File: src/rtl/cp0_timer_unit_if.sv
// Pipeline <-> CP0 bus: mfc0/mtc0 access, M-stage exception inputs, interrupt lines
// and the flush request back to the pipeline.
interface cp0_timer_unit_if #(
    parameter int unsigned NUM_HWINT = 6
);
    logic [4:0]           rd_addr;
    logic [31:0]          rd_data;
    logic                 wr_en;
    logic [4:0]           wr_addr;
    logic [31:0]          wr_data;
    logic [31:0]          pc;
    logic                 bd_in;
    logic [4:0]           exc_code_in;
    logic [31:0]          badvaddr_in;
    logic [NUM_HWINT-1:0] hwint;
    logic                 eret;
    logic                 req;
    logic [31:0]          epc_out;

    modport master (
        output rd_addr, wr_en, wr_addr, wr_data, pc, bd_in, exc_code_in,
               badvaddr_in, hwint, eret,
        input  rd_data, req, epc_out
    );

    modport slave (
        input  rd_addr, wr_en, wr_addr, wr_data, pc, bd_in, exc_code_in,
               badvaddr_in, hwint, eret,
        output rd_data, req, epc_out
    );
endinterface

File: src/rtl/cp0_timer_unit.sv
// M-stage coprocessor 0: SR/Cause/EPC/PRId/BadVAddr/Count/Compare, interrupt vs.
// exception arbitration and the single pipeline flush request.
module cp0_timer_unit #(
    parameter int unsigned NUM_HWINT = 6,
    parameter bit          TIMER_EN  = 1'b1,
    parameter logic [31:0] PRID_VAL  = 32'h2001_1006
) (
    input logic             clk,
    input logic             reset,
    cp0_timer_unit_if.slave bus
);
    localparam logic [4:0] REG_BADVADDR = 5'd8;
    localparam logic [4:0] REG_COUNT    = 5'd9;
    localparam logic [4:0] REG_COMPARE  = 5'd11;
    localparam logic [4:0] REG_SR       = 5'd12;
    localparam logic [4:0] REG_CAUSE    = 5'd13;
    localparam logic [4:0] REG_EPC      = 5'd14;
    localparam logic [4:0] REG_PRID     = 5'd15;
    localparam logic [4:0] EXC_ADEL     = 5'd4;
    localparam logic [4:0] EXC_ADES     = 5'd5;

    logic [5:0]  im_q;
    logic        exl_q;
    logic        ie_q;
    logic        bd_q;
    logic [5:0]  ip_q;
    logic [4:0]  exc_code_q;
    logic [31:2] epc_q;
    logic [31:0] badvaddr_q;
    logic [31:0] count_q;
    logic [31:0] compare_q;
    logic        ti_q;

    logic [5:0]  ip_vec;
    logic        int_req;
    logic        exc_req;
    logic        req;
    logic        mtc0_we;
    logic [31:0] epc_new;
    logic [31:0] rd_data;

    // NOTE: every signal written in an always_comb gets a default first, so no
    // path can leave it unassigned and infer a latch.
    always_comb begin
        ip_vec                 = '0;
        ip_vec[NUM_HWINT-1:0]  = bus.hwint;
        if (TIMER_EN) begin
            ip_vec[5] = ip_vec[5] | ti_q;
        end
    end

    assign int_req = (|(ip_vec & im_q)) & ~exl_q & ie_q;
    assign exc_req = (bus.exc_code_in != 5'd0) & ~exl_q;
    assign req     = int_req | exc_req;
    // A taken exception/interrupt swallows any mtc0 in the same cycle.
    assign mtc0_we = bus.wr_en & ~req;
    assign epc_new = bus.bd_in ? (bus.pc - 32'd4) : bus.pc;

    assign bus.req     = req;
    assign bus.epc_out = req ? epc_new : {epc_q, 2'b00};
    assign bus.rd_data = rd_data;

    // NOTE: synchronous reset placed first in the clocked block so it overrides
    // every other update, including an exception being taken that cycle.
    always_ff @(posedge clk) begin
        if (reset) begin
            im_q       <= '0;
            exl_q      <= 1'b0;
            ie_q       <= 1'b0;
            bd_q       <= 1'b0;
            ip_q       <= '0;
            exc_code_q <= '0;
            epc_q      <= '0;
            badvaddr_q <= '0;
        end else begin
            // NOTE: non-blocking assignments so all state updates see the
            // pre-edge values, matching the combinational req/epc_new.
            ip_q <= ip_vec;
            if (req) begin
                exl_q      <= 1'b1;
                bd_q       <= bus.bd_in;
                exc_code_q <= int_req ? 5'd0 : bus.exc_code_in;
                epc_q      <= epc_new[31:2];
                if (!int_req && (bus.exc_code_in == EXC_ADEL || bus.exc_code_in == EXC_ADES)) begin
                    badvaddr_q <= bus.badvaddr_in;
                end
            end else begin
                if (mtc0_we) begin
                    case (bus.wr_addr)
                        REG_SR: begin
                            im_q  <= bus.wr_data[15:10];
                            exl_q <= bus.wr_data[1];
                            ie_q  <= bus.wr_data[0];
                        end
                        REG_EPC: epc_q <= bus.wr_data[31:2];
                        default: ;
                    endcase
                end
                if (bus.eret) begin
                    exl_q <= 1'b0;
                end
            end
        end
    end

    generate
        if (TIMER_EN) begin : g_timer
            always_ff @(posedge clk) begin
                if (reset) begin
                    count_q   <= '0;
                    compare_q <= '0;
                    ti_q      <= 1'b0;
                end else begin
                    count_q <= (mtc0_we && bus.wr_addr == REG_COUNT) ? bus.wr_data : count_q + 32'd1;
                    // Compare write acknowledges the timer and beats a coincident match.
                    if (mtc0_we && bus.wr_addr == REG_COMPARE) begin
                        compare_q <= bus.wr_data;
                        ti_q      <= 1'b0;
                    end else if (count_q == compare_q && compare_q != 32'd0) begin
                        ti_q <= 1'b1;
                    end
                end
            end
        end else begin : g_no_timer
            assign count_q   = '0;
            assign compare_q = '0;
            assign ti_q      = 1'b0;
        end
    endgenerate

    always_comb begin
        rd_data = '0;
        case (bus.rd_addr)
            REG_BADVADDR: rd_data = badvaddr_q;
            REG_COUNT:    rd_data = count_q;
            REG_COMPARE:  rd_data = compare_q;
            REG_SR:       rd_data = {16'd0, im_q, 8'd0, exl_q, ie_q};
            REG_CAUSE:    rd_data = {bd_q, 15'd0, ip_q, 3'd0, exc_code_q, 2'd0};
            REG_EPC:      rd_data = {epc_q, 2'b00};
            REG_PRID:     rd_data = PRID_VAL;
            default:      rd_data = '0;
        endcase
    end
endmodule

File: src/flat_wrapper.sv
// flat-port wrapper written by rule: the top's interface ports become plain ports
module cp0_timer_unit_flat 
#(
    parameter int unsigned NUM_HWINT = 6,
    parameter bit          TIMER_EN  = 1'b1,
    parameter logic [31:0] PRID_VAL  = 32'h2001_1006
)
  (clk, reset, bus_rd_addr, bus_wr_en, bus_wr_addr, bus_wr_data, bus_pc, bus_bd_in, bus_exc_code_in, bus_badvaddr_in, bus_hwint, bus_eret, bus_rd_data, bus_req, bus_epc_out);
  cp0_timer_unit_if #(.NUM_HWINT(NUM_HWINT)) bus_i ();
  input logic clk;
  input logic reset;
  input wire logic [$bits(bus_i.rd_addr)-1:0] bus_rd_addr;
  input wire logic [$bits(bus_i.wr_en)-1:0] bus_wr_en;
  input wire logic [$bits(bus_i.wr_addr)-1:0] bus_wr_addr;
  input wire logic [$bits(bus_i.wr_data)-1:0] bus_wr_data;
  input wire logic [$bits(bus_i.pc)-1:0] bus_pc;
  input wire logic [$bits(bus_i.bd_in)-1:0] bus_bd_in;
  input wire logic [$bits(bus_i.exc_code_in)-1:0] bus_exc_code_in;
  input wire logic [$bits(bus_i.badvaddr_in)-1:0] bus_badvaddr_in;
  input wire logic [$bits(bus_i.hwint)-1:0] bus_hwint;
  input wire logic [$bits(bus_i.eret)-1:0] bus_eret;
  output wire logic [$bits(bus_i.rd_data)-1:0] bus_rd_data;
  output wire logic [$bits(bus_i.req)-1:0] bus_req;
  output wire logic [$bits(bus_i.epc_out)-1:0] bus_epc_out;
  assign bus_i.rd_addr = bus_rd_addr;
  assign bus_i.wr_en = bus_wr_en;
  assign bus_i.wr_addr = bus_wr_addr;
  assign bus_i.wr_data = bus_wr_data;
  assign bus_i.pc = bus_pc;
  assign bus_i.bd_in = bus_bd_in;
  assign bus_i.exc_code_in = bus_exc_code_in;
  assign bus_i.badvaddr_in = bus_badvaddr_in;
  assign bus_i.hwint = bus_hwint;
  assign bus_i.eret = bus_eret;
  assign bus_rd_data = bus_i.rd_data;
  assign bus_req = bus_i.req;
  assign bus_epc_out = bus_i.epc_out;
  cp0_timer_unit #(.NUM_HWINT(NUM_HWINT), .TIMER_EN(TIMER_EN), .PRID_VAL(PRID_VAL)) u_core (.clk(clk), .reset(reset), .bus(bus_i));
endmodule
File: config.mk
export PLATFORM = sky130hd
export DESIGN_NAME = cp0_timer_unit_flat
export DESIGN_NICKNAME = d
export VERILOG_FILES = /design/src/rtl/cp0_timer_unit_if.sv /design/src/rtl/cp0_timer_unit.sv /design/src/flat_wrapper.sv
export SDC_FILE = /design/constraint.sdc
export NUM_CORES = 1
export LEC_CHECK = 0
export CAP_MARGIN = 20
export CELL_PAD_IN_SITES_DETAIL_PLACEMENT = 1
export CELL_PAD_IN_SITES_GLOBAL_PLACEMENT = 2
export CORE_MARGIN = 5
export CORE_UTILIZATION = 27
export CTS_CLUSTER_DIAMETER = 50
export CTS_CLUSTER_SIZE = 16
export DETAILED_ROUTE_END_ITERATION = 8
export GPL_TIMING_DRIVEN = 0
export PLACE_DENSITY_LB_ADDON = 0.2
export SETUP_SLACK_MARGIN = 0.4
export SLEW_MARGIN = 20
export SYNTH_ARGS = -nofsm -noshare
export SYNTH_HDL_FRONTEND = slang
export SYNTH_SLANG_ARGS = --single-unit
export TNS_END_PERCENT = 50
File: constraint.sdc
create_clock -name clk -period 2.6 [get_ports clk]
set_clock_uncertainty 0.2 [all_clocks]
set_input_delay 0.52 -clock clk [delete_from_list [all_inputs] [get_ports clk]]
set_output_delay 0.52 -clock clk [all_outputs]
set_load 0.01 [all_outputs]
Yosys cells after proc, flatten, opt, wreduce, memory -nomap -nowiden. Cells that the tools add are included. Widths: inputs -> output; s select.

Input bits: 122. Output and inout port bits: 65. Bits in registers: 147.

$add $sub $neg: 2. Reduce and logical (&&, ||, !) cells: 18. Bitwise operators: 9. Eq/ne operators: 14. Mux-type cells: 12.

Operator list (number): $pmux 32 s7 (1); $mux 32 (3); $mux 30 (3); $eq 5x4->1 const B (11); $add 32x1->32 const B (1); $eq 32x32->1 (1); $reduce_bool 32->1 (1); $sub 32x3->32 const B (1); $eq 5x3->1 const B (2); $and 6x6->6 (1); $reduce_and 2->1 (3); $reduce_bool 3->1 (2); $reduce_or 6->1 (1); $mux 5 (1); $reduce_bool 5->1 (1); $and 1x1->1 (4); $logic_and 1x1->1 (4); $mux 1 (4); $reduce_bool 2->1 (2); $reduce_and 3->1 (1); $not 1->1 (2); $or 1x1->1 (2); $reduce_or 2->1 (1); $logic_not 1->1 (1); $logic_or 1x1->1 (1).

Longest topological paths before layout.
Word-level depth: 11. Mapped depth: 8. Mapped depth without buffers: 7.

Least setup slack after synthesis. OpenSTA, ideal clock, no wires.

Path kind: input to output. From: input port bus_hwint[1]. To: output port bus_epc_out[21]. Path buffers: 2. Data arrival time: 2.095 ns. Path slack: -0.215 ns. Stages: 7. Cells stage by stage: a222oi_1 a311oi_2 nor2_4 inv_2 buf_2 buf_2 a21oi_1.

Word-level cells in the longest chain between the ends: 6.

RTL lines: start, declared (line flat_wrapper.sv:20) `input wire logic [$bits(bus_i.hwint)-1:0] bus_hwint;`; $and 6x6->6 (line cp0_timer_unit.sv:52) `assign int_req = (|(ip_vec & im_q)) & ~exl_q & ie_q;`; $reduce_or 6->1 (line cp0_timer_unit.sv:52); $and 1x1->1 (2 in a row) (line cp0_timer_unit.sv:52); $or 1x1->1 (line cp0_timer_unit.sv:54) `assign req = int_req | exc_req;`; named net bus_req (line flat_wrapper.sv:23) `output wire logic [$bits(bus_i.req)-1:0] bus_req;`; $mux 32 (line cp0_timer_unit.sv:60) `assign bus.epc_out = req ? epc_new : {epc_q, 2'b00};`; end, declared (line flat_wrapper.sv:24) `output wire logic [$bits(bus_i.epc_out)-1:0] bus_epc_out;`.

The timed path passes the listed nets, and every way through them passes these cells.

Worst setup path after layout.
From: register u_core.im_q[1]. To: output port bus_epc_out[14].

Word-level cells in the longest chain between the ends: 6.

RTL lines: start, declared (line cp0_timer_unit.sv:22) `logic [5:0] im_q;`; start signal, assigned (line cp0_timer_unit.sv:91) `im_q <= bus.wr_data[15:10];`; $and 6x6->6 (line cp0_timer_unit.sv:52); $reduce_or 6->1 (line cp0_timer_unit.sv:52); $and 1x1->1 (2 in a row) (line cp0_timer_unit.sv:52); $or 1x1->1 (line cp0_timer_unit.sv:54); $mux 32 (line cp0_timer_unit.sv:60).

Every way passes these cells.

==> metrics.txt <==
status=finished with violations; violated checks=setup timing; worst hold slack=around 170 ps; Post-route DRC=0; post-synthesis compound-gate area fraction=0.2484; Distinct cells, synth=slightly above 60; Crit Path Class=register to primary output; share of cells above drive strength 1=0.4728; final worst setup slack=-449.4 ps; GRT Util Overall=0.2550; number of vias per cell=between 5 and 6; vias=just over 10000; Tmin final=3049 ps; clock slew at reported path FFs=60 ps; reg2reg setup slack=-400 ps; Slew headroom=0.3724; fill count=3485; Final Power=around 6.6 mW; Synth Area in Adders=0.002924; CTS sink count=147; area of the core=~0.031 sq mm; Crit Path Max Fanout=7; final worst path period share=1.173; min-delay worst type=input pin to register; WL final=approximately 48 mm; Hold Path Depth=2; P_leak=5.890 nW; wire per inst=between 20 and 30 um; Die Ht=~190 um; RD Place Congestion=just under 0.9; vias in the first global route=between 10000 and 15000; Area Growth Syn to Fin=83.66%; Placed Area=between 0.01 and 0.015 sq mm; FF+latch area=~0.0030 sq mm; antenna cells=0; Flop pwr share=0.367; NetSw=roughly 2.1 mW; Post-CTS Hold Buffers=0; clock share of power=0.398; pin count of the biggest net entering global routing=17; Initial DRC Count=around 760; hold_sp=bus_hwint[1]; FF-to-FF End=u_core.epc_q[3]$_SDFFE_PP0P_; grt total ovfl=0; Initial Util=0.2727; Clock Root Buffer=clkbuf_16; CTS tree=yes; switch share=0.3143; Post-Syn Area=between 0.008 and 0.009 sq mm; fin cells=between 1500 and 2000; commonest non-fill, non-tap cell in the layout=dfxtp_1; clk_lat worst skew=approximately 450 ps; worst reg2reg path depth=19; worst r2r src=u_core.im_q[1]$_SDFFE_PP0P_; DR pass1 iterations=8; Comb power frac=0.235; worst endpoint data arrival time=2330 ps; YS warnings=0; flops & latches, synth=roughly 150; initial antenna violation count=0; DRT antenna net count=0; end of the worst hold path=u_core.ip_q[1]$_SDFF_PP0_; Synth Area in XOR/XNOR=0.08800; I/O pin cnt=between 150 and 200; combinational family with the most area after synthesis=simple AND/OR/NAND/NOR gates; multi-input logic area=0.007076 sq mm; die extent in x=roughly 190 um; CP required=about 1900 ps; CP Capture Type=primary output; Mapped Nets=about 1200; final core occ=0.5008; register area share after synthesis=0.3438; maximum root-to-sink buffer count=2; first-pass GRT wire length=slightly below 70 mm; Post-synth ARST share=0; RSZ-0062 raised after global routing=true; Final TNS setup=-15720 ps; dpl cells=around 1700; TritonCTS buffer count=17; CTS H-tree lvls=4; Slew @ Worst Pin=about 940 ps; Hold Vio Cnt, Final=0; Rows=65; I/O Buffers=around 180; Internal=4.550 mW; post-synthesis mux area share=0.01067; Slew Limit Fails=0; ys flop type=dfxtp_1; Max VDD drop=between 0.0004 and 0.0005 V; Post-synth EDFFs=0; pre-CTS WS=-1695 ps; Synth Instances=between 1000 and 1500; post-synthesis simple-gate area fraction=0.2513; max_cap viols=0; Setup violations, final=66; NumNets Final=between 1500 and 2000; Critical Path Start Type=register; CP Launch Point=u_core.im_q[1]$_SDFFE_PP0P_; synthesized area per cell=between 7 and 8 sq um; Max Freq=between 0.3 and 0.4 GHz; HPWL Detailed=34.26 mm; die area=0.03536 sq mm; commonest non-fill, non-tap cells in the layout=137 x dfxtp_1, 131 x nand2_1, 98 x buf_6; post-route cell area=0.01572 sq mm; pwr/cell area=422.1 mW/mm^2
[final cells by class]
cell class,count,area share
buffer,92,0.06399
clock buffer,17,0.02706
clock inverter,15,0.01162
inverter,8,0.003184
multi-input combinational,833,0.4501
sequential,147,0.1880
tap,402,0.03200
timing repair buffer,341,0.2241
[how the worst max path moves through the flow]
stage / endpoint / cells after the start
global route: bus_epc_out[14] / 11
finish: bus_epc_out[14] / 11
global placement: bus_epc_out[11] / 9
CTS: bus_epc_out[19] / 7
detailed placement: bus_epc_out[16] / 9
floorplan: bus_epc_out[21] / 7
[per-layer routing]
metal  global-route usage  part of all wire  vias to the layer above
li1                     -                 -                     4683
met1               0.3175              0.41                     5111
met2               0.4389              0.50                      367
met3              0.04263             0.054                       95
met4               0.1016             0.037                        0
met5                    0                 0                        -
[state kept, by name, indices dropped and copies added (netlist names)]
register and cells:
u_core.im_q 6, u_core.bd_q 1, u_core.exc_code_q 5, u_core.compare_q 32
u_core.epc_q 30, u_core.badvaddr_q 32, u_core.exl_q 1, u_core.count_q 32
u_core.ti_q 1, u_core.ip_q 6, u_core.ie_q 1
[power groups by stage]
stage / clock (mW) / combinational, mW / sequential [mW]
floorplan: 0 / 0.544 / 2.42
global placement: 0 / 1.12 / 2.46
detailed placement: 0 / 1.13 / 2.47
CTS: 2.66 / 1.40 / 2.42
global route: 2.74 / 1.64 / 2.44
finish: 2.64 / 1.56 / 2.43
[logic make-up (layout without fill, tap and decap cells)]
group / Yosys count / count (layout)
flip-flops: 147 / 147
AND/OR/NAND/NOR: 443 / 443
AO/OA/AOI/OAI: 293 / 293
multiplexers: 9 / 9
XOR/XNOR: 86 / 86
adder cells (fa/ha/maj): 2 / 2
buffers and inverters: 100 / 473
[Yosys cell counts, types with 3 or more instances]
cell type,instances,share of area
o21ai_1,9,0.0053
a311oi_1,7,0.0072
nand2b_1,3,0.0022
and2_1,11,0.0080
dfxtp_1,147,0.34
buf_1,3,0.0013
nand3b_1,3,0.0026
nor3_1,53,0.031
nand3_1,58,0.034
nor4_1,19,0.014
or3_1,3,0.0022
buf_2,16,0.0094
a22oi_1,25,0.022
nand2_1,158,0.069
inv_1,7,0.0031
nand4b_1,4,0.0041
a221o_1,17,0.020
a211oi_2,30,0.044
a31oi_1,7,0.0051
clkbuf_2,3,0.0018
nor2_1,67,0.029
a222oi_1,8,0.0094
nor2b_1,6,0.0044
or4_1,3,0.0026
a221oi_1,3,0.0031
nor3b_1,5,0.0044
xnor2_1,55,0.056
a31o_2,18,0.018
xor2_1,31,0.032
a21oi_1,108,0.063
buf_6,7,0.0092
a22o_1,17,0.017
and3_1,4,0.0029
nand4_1,30,0.022
clkbuf_1,58,0.025
mux2i_1,8,0.0094
buf_4,5,0.0044
o21ai_0,27,0.016
o21a_1,7,0.0061
[timing repair]
action / 4_1_cts / 5_1_grt
gates cloned: 8 / 9
setup endpoints to repair: 206 / 196
resized for setup: 719 / 241
setup buffers: 117 / 23
pin swaps: 115 / 145
[worst max-delay path, cell delays in order (launching register included)]
cell,delay (ps)
dfxtp_2,330
a222oi_1,320
buf_4,200
a311oi_4,110
nor2_4,130
buf_12,150
inv_12,50
buf_12,150
buf_6,120
nand2_4,40
o21a_1,140
buf_2,140
Note: power is estimated with default switching activity, not from simulation.
